### config.mk
export PLATFORM = sky130hd
export DESIGN_NAME = div_unit
export DESIGN_NICKNAME = d
export VERILOG_FILES = /design/src/rtl/div_unit.sv
export SDC_FILE = /design/constraint.sdc
export NUM_CORES = 1
export LEC_CHECK = 0
export BUFFER_PORTS_ARGS = -buffer_cell sky130_fd_sc_hd__buf_2
export CAP_MARGIN = 20
export CORE_ASPECT_RATIO = 2
export CORE_UTILIZATION = 60
export DETAILED_ROUTE_END_ITERATION = 8
export PLACE_DENSITY = 0.82
export SETUP_SLACK_MARGIN = 0.4
export SYNTH_ARGS = -nofsm -noshare
export SYNTH_HDL_FRONTEND = slang
export SYNTH_SLANG_ARGS = --single-unit
### constraint.sdc
create_clock -name clk -period 6.75 [get_ports clk]
set_clock_uncertainty 0.2 [all_clocks]
set_input_delay 1.0125 -clock clk [delete_from_list [all_inputs] [get_ports clk]]
set_output_delay 1.0125 -clock clk [all_outputs]
set_load 0.005 [all_outputs]
### src/rtl/div_unit.sv
// div_unit -- iterative radix-2 restoring divider (DIV / DIVU) for the
// execute stage. Returns {remainder, quotient} for the HI/LO write path.
//
// Ports:
//   clk, rst    rising-edge clock, synchronous active-high reset
//   start_i     divide request, held high until ready_o is seen
//   signed_i    1 = DIV (two's complement), 0 = DIVU; sampled with start_i
//   annul_i     pipeline flush, discards an in-flight divide
//   opa_i       dividend (rs); sampled with start_i
//   opb_i       divisor (rt); sampled with start_i
//   result_o    {remainder -> HI, quotient -> LO}, registered
//   ready_o     result valid, registered
//   busy_o      high while dividing (ZERO/ON); stall request to the hazard unit
module div_unit #(
  parameter int WIDTH = 32,
  parameter int CNT_W = 6
) (
  input  logic               clk,
  input  logic               rst,
  input  logic               start_i,
  input  logic               signed_i,
  input  logic               annul_i,
  input  logic [WIDTH-1:0]   opa_i,
  input  logic [WIDTH-1:0]   opb_i,
  output logic [2*WIDTH-1:0] result_o,
  output logic               ready_o,
  output logic               busy_o
);

  typedef enum logic [1:0] {S_IDLE, S_ZERO, S_ON, S_END} state_e;

  localparam logic [CNT_W-1:0] LAST_STEP = CNT_W'(WIDTH);

  state_e               state_q, state_d;
  logic [CNT_W-1:0]     cnt_q, cnt_d;
  logic [2*WIDTH:0]     rem_q, rem_d;
  logic [WIDTH-1:0]     dvs_q, dvs_d;
  logic                 neg_quo_q, neg_quo_d;
  logic                 neg_rem_q, neg_rem_d;
  logic [2*WIDTH-1:0]   result_q, result_d;
  logic                 ready_q, ready_d;

  logic                 capture;
  logic                 abort;
  logic [WIDTH-1:0]     abs_a, abs_b;
  logic [2*WIDTH:0]     shifted;
  logic [WIDTH:0]       trial;
  logic [WIDTH-1:0]     quo_raw, rem_raw;
  logic [WIDTH-1:0]     quo_fix, rem_fix;

  // annul_i outranks start_i everywhere; rst is handled in the register.
  assign capture = start_i && !annul_i;
  assign abort   = annul_i || !start_i;

  // Magnitudes of the operands; the signs are kept separately for the
  // final correction so the iteration itself is always unsigned.
  assign abs_a = (signed_i && opa_i[WIDTH-1]) ? -opa_i : opa_i;
  assign abs_b = (signed_i && opb_i[WIDTH-1]) ? -opb_i : opb_i;

  // One restoring step: shift the partial remainder left and try to take
  // the divisor off the top WIDTH+1 bits. A clear MSB in the trial means
  // the subtraction fits and the new quotient bit is 1.
  assign shifted = {rem_q[2*WIDTH-1:0], 1'b0};
  assign trial   = shifted[2*WIDTH:WIDTH] - {1'b0, dvs_q};

  // After WIDTH steps the quotient sits in the low half and the remainder
  // in the next WIDTH bits. Negating 0x80000000 wraps back to itself,
  // which is exactly the MIPS result for the most-negative / -1 case.
  assign quo_raw = rem_q[WIDTH-1:0];
  assign rem_raw = rem_q[2*WIDTH-1:WIDTH];
  assign quo_fix = neg_quo_q ? -quo_raw : quo_raw;
  assign rem_fix = neg_rem_q ? -rem_raw : rem_raw;

  // State register plus all datapath flops.
  always_ff @(posedge clk) begin
    if (rst) begin
      state_q   <= S_IDLE;
      cnt_q     <= '0;
      rem_q     <= '0;
      dvs_q     <= '0;
      neg_quo_q <= 1'b0;
      neg_rem_q <= 1'b0;
      result_q  <= '0;
      ready_q   <= 1'b0;
    end else begin
      state_q   <= state_d;
      cnt_q     <= cnt_d;
      rem_q     <= rem_d;
      dvs_q     <= dvs_d;
      neg_quo_q <= neg_quo_d;
      neg_rem_q <= neg_rem_d;
      result_q  <= result_d;
      ready_q   <= ready_d;
    end
  end

  // Next-state logic.
  always_comb begin
    state_d = state_q;
    unique case (state_q)
      S_IDLE: if (capture) state_d = (opb_i == '0) ? S_ZERO : S_ON;
      S_ZERO: state_d = abort ? S_IDLE : S_END;
      S_ON: begin
        if (abort)                   state_d = S_IDLE;
        else if (cnt_q == LAST_STEP) state_d = S_END;
      end
      S_END:  if (abort) state_d = S_IDLE;
      default: state_d = S_IDLE;
    endcase
  end

  // Datapath updates. result_d and ready_d default to zero so that any
  // path back to IDLE clears them; only END holds them.
  always_comb begin
    cnt_d     = cnt_q;
    rem_d     = rem_q;
    dvs_d     = dvs_q;
    neg_quo_d = neg_quo_q;
    neg_rem_d = neg_rem_q;
    result_d  = '0;
    ready_d   = 1'b0;
    unique case (state_q)
      S_IDLE: begin
        if (capture) begin
          cnt_d     = '0;
          rem_d     = {{(WIDTH+1){1'b0}}, abs_a};
          dvs_d     = abs_b;
          neg_quo_d = signed_i && (opa_i[WIDTH-1] ^ opb_i[WIDTH-1]);
          neg_rem_d = signed_i && opa_i[WIDTH-1];
        end
      end
      S_ZERO: begin
        if (state_d == S_END) ready_d = 1'b1;
      end
      S_ON: begin
        if (state_d == S_ON) begin
          rem_d = shifted;
          if (!trial[WIDTH]) begin
            rem_d[2*WIDTH:WIDTH] = trial;
            rem_d[0]             = 1'b1;
          end
          cnt_d = cnt_q + 1'b1;
        end else if (state_d == S_END) begin
          result_d = {rem_fix, quo_fix};
          ready_d  = 1'b1;
        end
      end
      S_END: begin
        if (state_d == S_END) begin
          result_d = result_q;
          ready_d  = 1'b1;
        end
      end
      default: ;
    endcase
  end

  // Outputs: busy is decoded from state, the rest are registered.
  always_comb begin
    busy_o   = (state_q == S_ZERO) || (state_q == S_ON);
    result_o = result_q;
    ready_o  = ready_q;
  end

endmodule
### Yosys cells after proc, flatten, opt, wreduce, memory -nomap -nowiden

Cells that the tools add are included.

* add/subtract/negate cells: 6
* eq/ne operators: 9
* mux-type cells: 26
* bitwise logic cells: 1
* reductions and logical operators: 14

Operator list (count)
* two-way mux 64 bit: 5
* case mux 64 bit (2 select lines): 2
* two-way mux 32 bit: 5
* negator 32 bit: 4
* subtractor 33 x 32 -> 33 bit: 1
* logical NOT 32 bit: 1
* two-way mux 2 bit: 6
* two-way mux 6 bit: 2
* case mux 6 bit (2 select lines): 1
* == test 2 bit (second input constant): 4
* case mux 2 bit (4 select lines): 1
* adder 6 x 1 -> 6 bit (second input constant): 1
* == test 6 bit (second input constant): 1
* inequality test 2 bit (second input constant): 3
* logical AND 1 bit: 4
* two-way mux 1 bit: 3
* AND reduction 3 bit: 1
* == test 2 x 1 -> 1 bit (second input constant): 1
* logical NOT 1 bit: 2
* logical NOT 2 bit: 1
* logical OR 1 bit: 2
* case mux 1 bit (2 select lines): 1
* AND reduction 2 bit: 1
* nonzero test 2 bit: 1
* 2 further kinds: 2

* flip-flop bits (word level): 171
* input bits: 69
* output and inout port bits: 66
* logic and storage cells: 64

### Longest topological paths before layout

* depth after elaboration: 8
* gate-level depth with buffers: 13
* depth with buffers taken out: 12

### Worst setup path before layout

No wires, ideal clock.

* path type: input-to-reg
* from: input opb_i[6]
* to: register rem_q[43]
* library setup time: 0.117 ns
* arrival: 3.161 ns
* required time: 6.433 ns
* setup slack: 3.272 ns
* stages: 11
* buffers on the path: 3
* path through: or4_1 > or3_1 > nor4b_2 > nand3_1 > nand3_2 > or3b_1 > buf_4 > or2_2 > buf_4 > buf_4 > o21ai_1

* word-level cells in the longest chain between the ends: 7

RTL lines
* start: declaration: line 24 `input logic [WIDTH-1:0] opb_i,`
* logical NOT 32 bit: line 101 `S_IDLE: if (capture) state_d = (opb_i == '0) ? S_ZERO : S_ON;`
* two-way mux 2 bit (2 in a row): line 101
* case mux 2 bit (4 select lines): line 100 `unique case (state_q)`
* == test 2 bit: line 136 `if (state_d == S_ON) begin`
* inequality test 2 bit (no source line)
* AND reduction 3 bit (no source line)
* end signal: assignment: line 88 `rem_q <= rem_d;`
* end: declaration: line 36 `logic [2*WIDTH:0] rem_q, rem_d;`

No other way between the ends.
A chain may end at the register's enable or synchronous reset.

### Final worst setup path

* from: register state_q[0]
* to: register rem_q[47]

* word-level cells in the longest chain between the ends: 6
* elaborated cells between the ends (all ways): 15
* those cells by class: 6 x eq/ne; 6 x mux; 3 x reduce/logical

RTL lines
* start: declaration: line 34 `state_e state_q, state_d;`
* start signal: assignment: line 86 `state_q <= state_d;`
* two-way mux 2 bit: line 105 `else if (cnt_q == LAST_STEP) state_d = S_END;`
* two-way mux 2 bit: line 104 `if (abort) state_d = S_IDLE;`
* case mux 2 bit (4 select lines): line 100
* == test 2 bit: line 136
* inequality test 2 bit (no source line)
* AND reduction 3 bit (no source line)

Parallel ways exist; a longest one is shown, timed or not.

==> run_results.csv <==
group,metric,value,unit
min_path,hold_start,"dvs_q[31]",
detailed_routing,drc,0,
synth,yosysWarnings,0,
sta,final.setup.tns,0,ns
synth,ys_seq_area_share,31.3,%
die,start_util,61.5,%
status,outcome,"finished, final reports clean",
clock_tree,clkSinkCount,171,
synth,avgSynthCellArea,7.77,um2
setup_path,arrival,4.63,ns
setup_path,end_kind,"register",
setup_path,crit_start,"state_q[0]",
setup_path,path_class,"register to register",
power_and_ir_drop,power_density,206,mW/mm2
sta,min_period,4.48,ns
clock_tree,root_buffer,"clkbuf_16",
detailed_routing,drt_iter0_drc,441,
setup_path,cp_slowest_cell,"nor2_2",
synth,syn_area,0.0109,mm2
power_and_ir_drop,internal_power,1.78,mW
sta,clock.fmax,223,MHz
die,num_io_pins,135,
sta,finalHoldViolCount,0,
setup_path,critPathBufInv,2,
setup_path,cp_top_family,"simple AND/OR/NAND/NOR gates",
setup_path,worstPathRequired,6.91,ns
setup_path,crit_path_max_fanout,72,
detailed_routing,finalWirelength,28600,um
finish,area_growth,12.0,%
sta,relSlewSlack,22.2,%
setup_path,crit_path_start_kind,"register",
power_and_ir_drop,p_seq_share,42.8,%
setup_path,crit_path_cell_trace,"inv_1, ha_2, buf_4, nor2b_1, a221oi_1, o21ai_0, nand3_2, or3b_1, nor2_2, nand2b_1, o211ai_1",
sta,setup_viol,0,
global_routing,grt_pass1_wl,44900,um
power_and_ir_drop,p_switching,0.744,mW
die,die_x,97.5,um
global_routing,grt_pass1_vias,9634,
run,cap_viol_max_count,0,
global_routing,grt_max_degree,77,
synth,async_flop_share,0,%
synth,ys_seq_elements,171,
power_and_ir_drop,p_total,2.52,mW
detailed_routing,detail-route-antenna-nets,0,
die,die_h,193,um
finish,layout_commonest_cell,"nand2_1",
synth,synth_ff_type,"dfxtp_1",
global_routing,overflow,0,
synth,synth_edf_count,0,
detailed_routing,dr_total_vias,10434,
placed_design,io_buffer_count,134,
finish,drive_gt1_share,14.0,%
clock_tree,cts_buffers,17,
sta,tightest_slew,1.14,ns
power_and_ir_drop,power_frac_comb,18.2,%
synth,synth_cell_type_count,73,
finish,multiInputGateArea,0.00697,mm2
sta,rsz0062_at_grt,"false",
detailed_routing,wl_per_cell,16.6,um
clock_tree,post_cts_buffers,0,
power_and_ir_drop,switching_share,29.5,%
die,die_area,0.0188,mm2
global_routing,antenna_found_initial,2,
setup_path,worstReg2RegStart,"state_q[0]",
finish,layout_common_cells,"nand2_1 (180), dfxtp_1 (171), nor2_1 (140)",
finish,regArea,0.00342,mm2
die,rows,69,
power_and_ir_drop,clkPwrFrac,39.0,%
min_path,worstHoldPathType,"register to register",
sta,period_share,66.3,%
global_routing,grt_usage,29.6,%
synth,synth_nets,1519,
clock_tree,cts_htree_levels,4,
sta,slew_viol_final,0,
power_and_ir_drop,leakagePower,5.00,nW
clock_tree,cts_resized,0,
clock_tree,cts.clk_slew.worst_paths,0.07,ns
clock_tree,insertion_delay,0.44,ns
finish,nFillCells,1527,
setup_path,crit_path_max_incr_delay,0.68,ns
power_and_ir_drop,ir_drop,0.000181,V
die,core,0.0178,mm2
detailed_routing,dr.pass1.iters,5,
placed_design,gp_congestion,0.921,
detailed_routing,drt-vias-per-instance,6.08,
clock_tree,clock_path_buffers,2,
finish,fin_nets,1602,
clock_tree,cts_tree,"done",
clock_tree,postCtsHoldBufs,0,
synth,netlist_instances,1407,
placed_design,post-dp-hpwl,21400,um
==> sequential cells by signal, summed over array words and instances, names as in the netlist <==
register   count
dvs_q         32
result_o      64
state_q        2
cnt_q          6
neg_rem_q      1
neg_quo_q      1
rem_q         64
ready_o        1
==> metal layers <==
metal / vias up / global-route usage (%) / share of wire, %
li1: 5170 / - / -
met1: 4906 / 27.1 / 35
met2: 261 / 58.4 / 55
met3: 95 / 5.43 / 4.0
met4: 2 / 19.5 / 5.9
met5: - / 0 / 0.042
==> per-stage QoR <==
stage               setup WS (ns)  cells  utilization [%]  hold slack [ns]  cell area (um2)
CTS                          2.32   1715             68.7            0.254            12200
floorplan                    3.27   1407                -            0.232            10900
global placement             1.87   1682             65.3            0.242            11600
detailed placement           2.17   1683             65.4            0.246            11600
finish                       2.27   1717             68.9            0.254            12200
global route                 2.04   1716             68.9            0.271            12200
==> power by group through the flow <==
stage               clock network [mW]  registers (mW)  logic (mW)
floorplan                            0            1.09       0.338
global placement                     0            1.10       0.436
detailed placement                   0            1.10       0.448
CTS                              0.992            1.08       0.452
global route                      1.04            1.08       0.508
finish                           0.985            1.08       0.460
==> worst min-delay path, cell delays in order (launching register included) <==
cell	delay, ns
dfxtp_1	0.31
nand2_1	0.05
a21oi_1	0.05
==> synth_stat cells, types with 9 or more instances <==
master,n,area (um2)
xnor2_1,93,815
nor2_1,141,529
inv_1,57,214
o21ai_1,30,150
clkbuf_1,58,218
nor4_1,11,68.8
ha_1,42,526
nor2b_1,11,68.8
a31oi_1,13,81.3
a22oi_1,64,480
nor3_1,20,100
buf_2,16,80.1
a21o_1,11,82.6
dfxtp_1,171,3420
a211oi_1,33,248
nand3_1,30,150
o21ai_0,83,415
a21oi_1,85,425
o41ai_1,11,96.3
xor2_1,51,447
mux2i_1,21,210
o31ai_1,29,218
nand2_1,180,676
o21a_1,9,67.6
or3_1,19,119
==> kinds of logic after synthesis <==
| group | after synthesis | share of synthesized area, % |
|---|---|---|
| adder cells (fa/ha/maj) | 43 | 4.99 |
| AO/OA/AOI/OAI | 413 | 24.5 |
| AND/OR/NAND/NOR | 475 | 20.2 |
| multiplexers | 22 | 2.03 |
| XOR/XNOR | 145 | 11.7 |
| buffers and inverters | 138 | 5.26 |
| flip-flops | 171 | 31.3 |
==> cell type report <==
cell class | instances | share of cell area, %
repair buffers | 145 | 6.39
inverters | 57 | 1.75
flip-flops and latches | 171 | 27.9
well taps | 213 | 2.18
clock buffers | 19 | 3.62
multi-input cells | 1098 | 56.9
diodes | 1 | 0.0204
clock inverters | 13 | 1.17
==> worst paths after layout <==
kind | endpoint | slack, ns | depth (start not counted)
worst max-delay path | rem_q[47] | 2.27 | 11
worst max register to register | rem_q[47] | 2.27 | 11
worst min-delay path | dvs_q[31] | 0.25 | 2
worst min register to register | dvs_q[31] | 0.25 | 2
(Power assumes the default switching activity.)
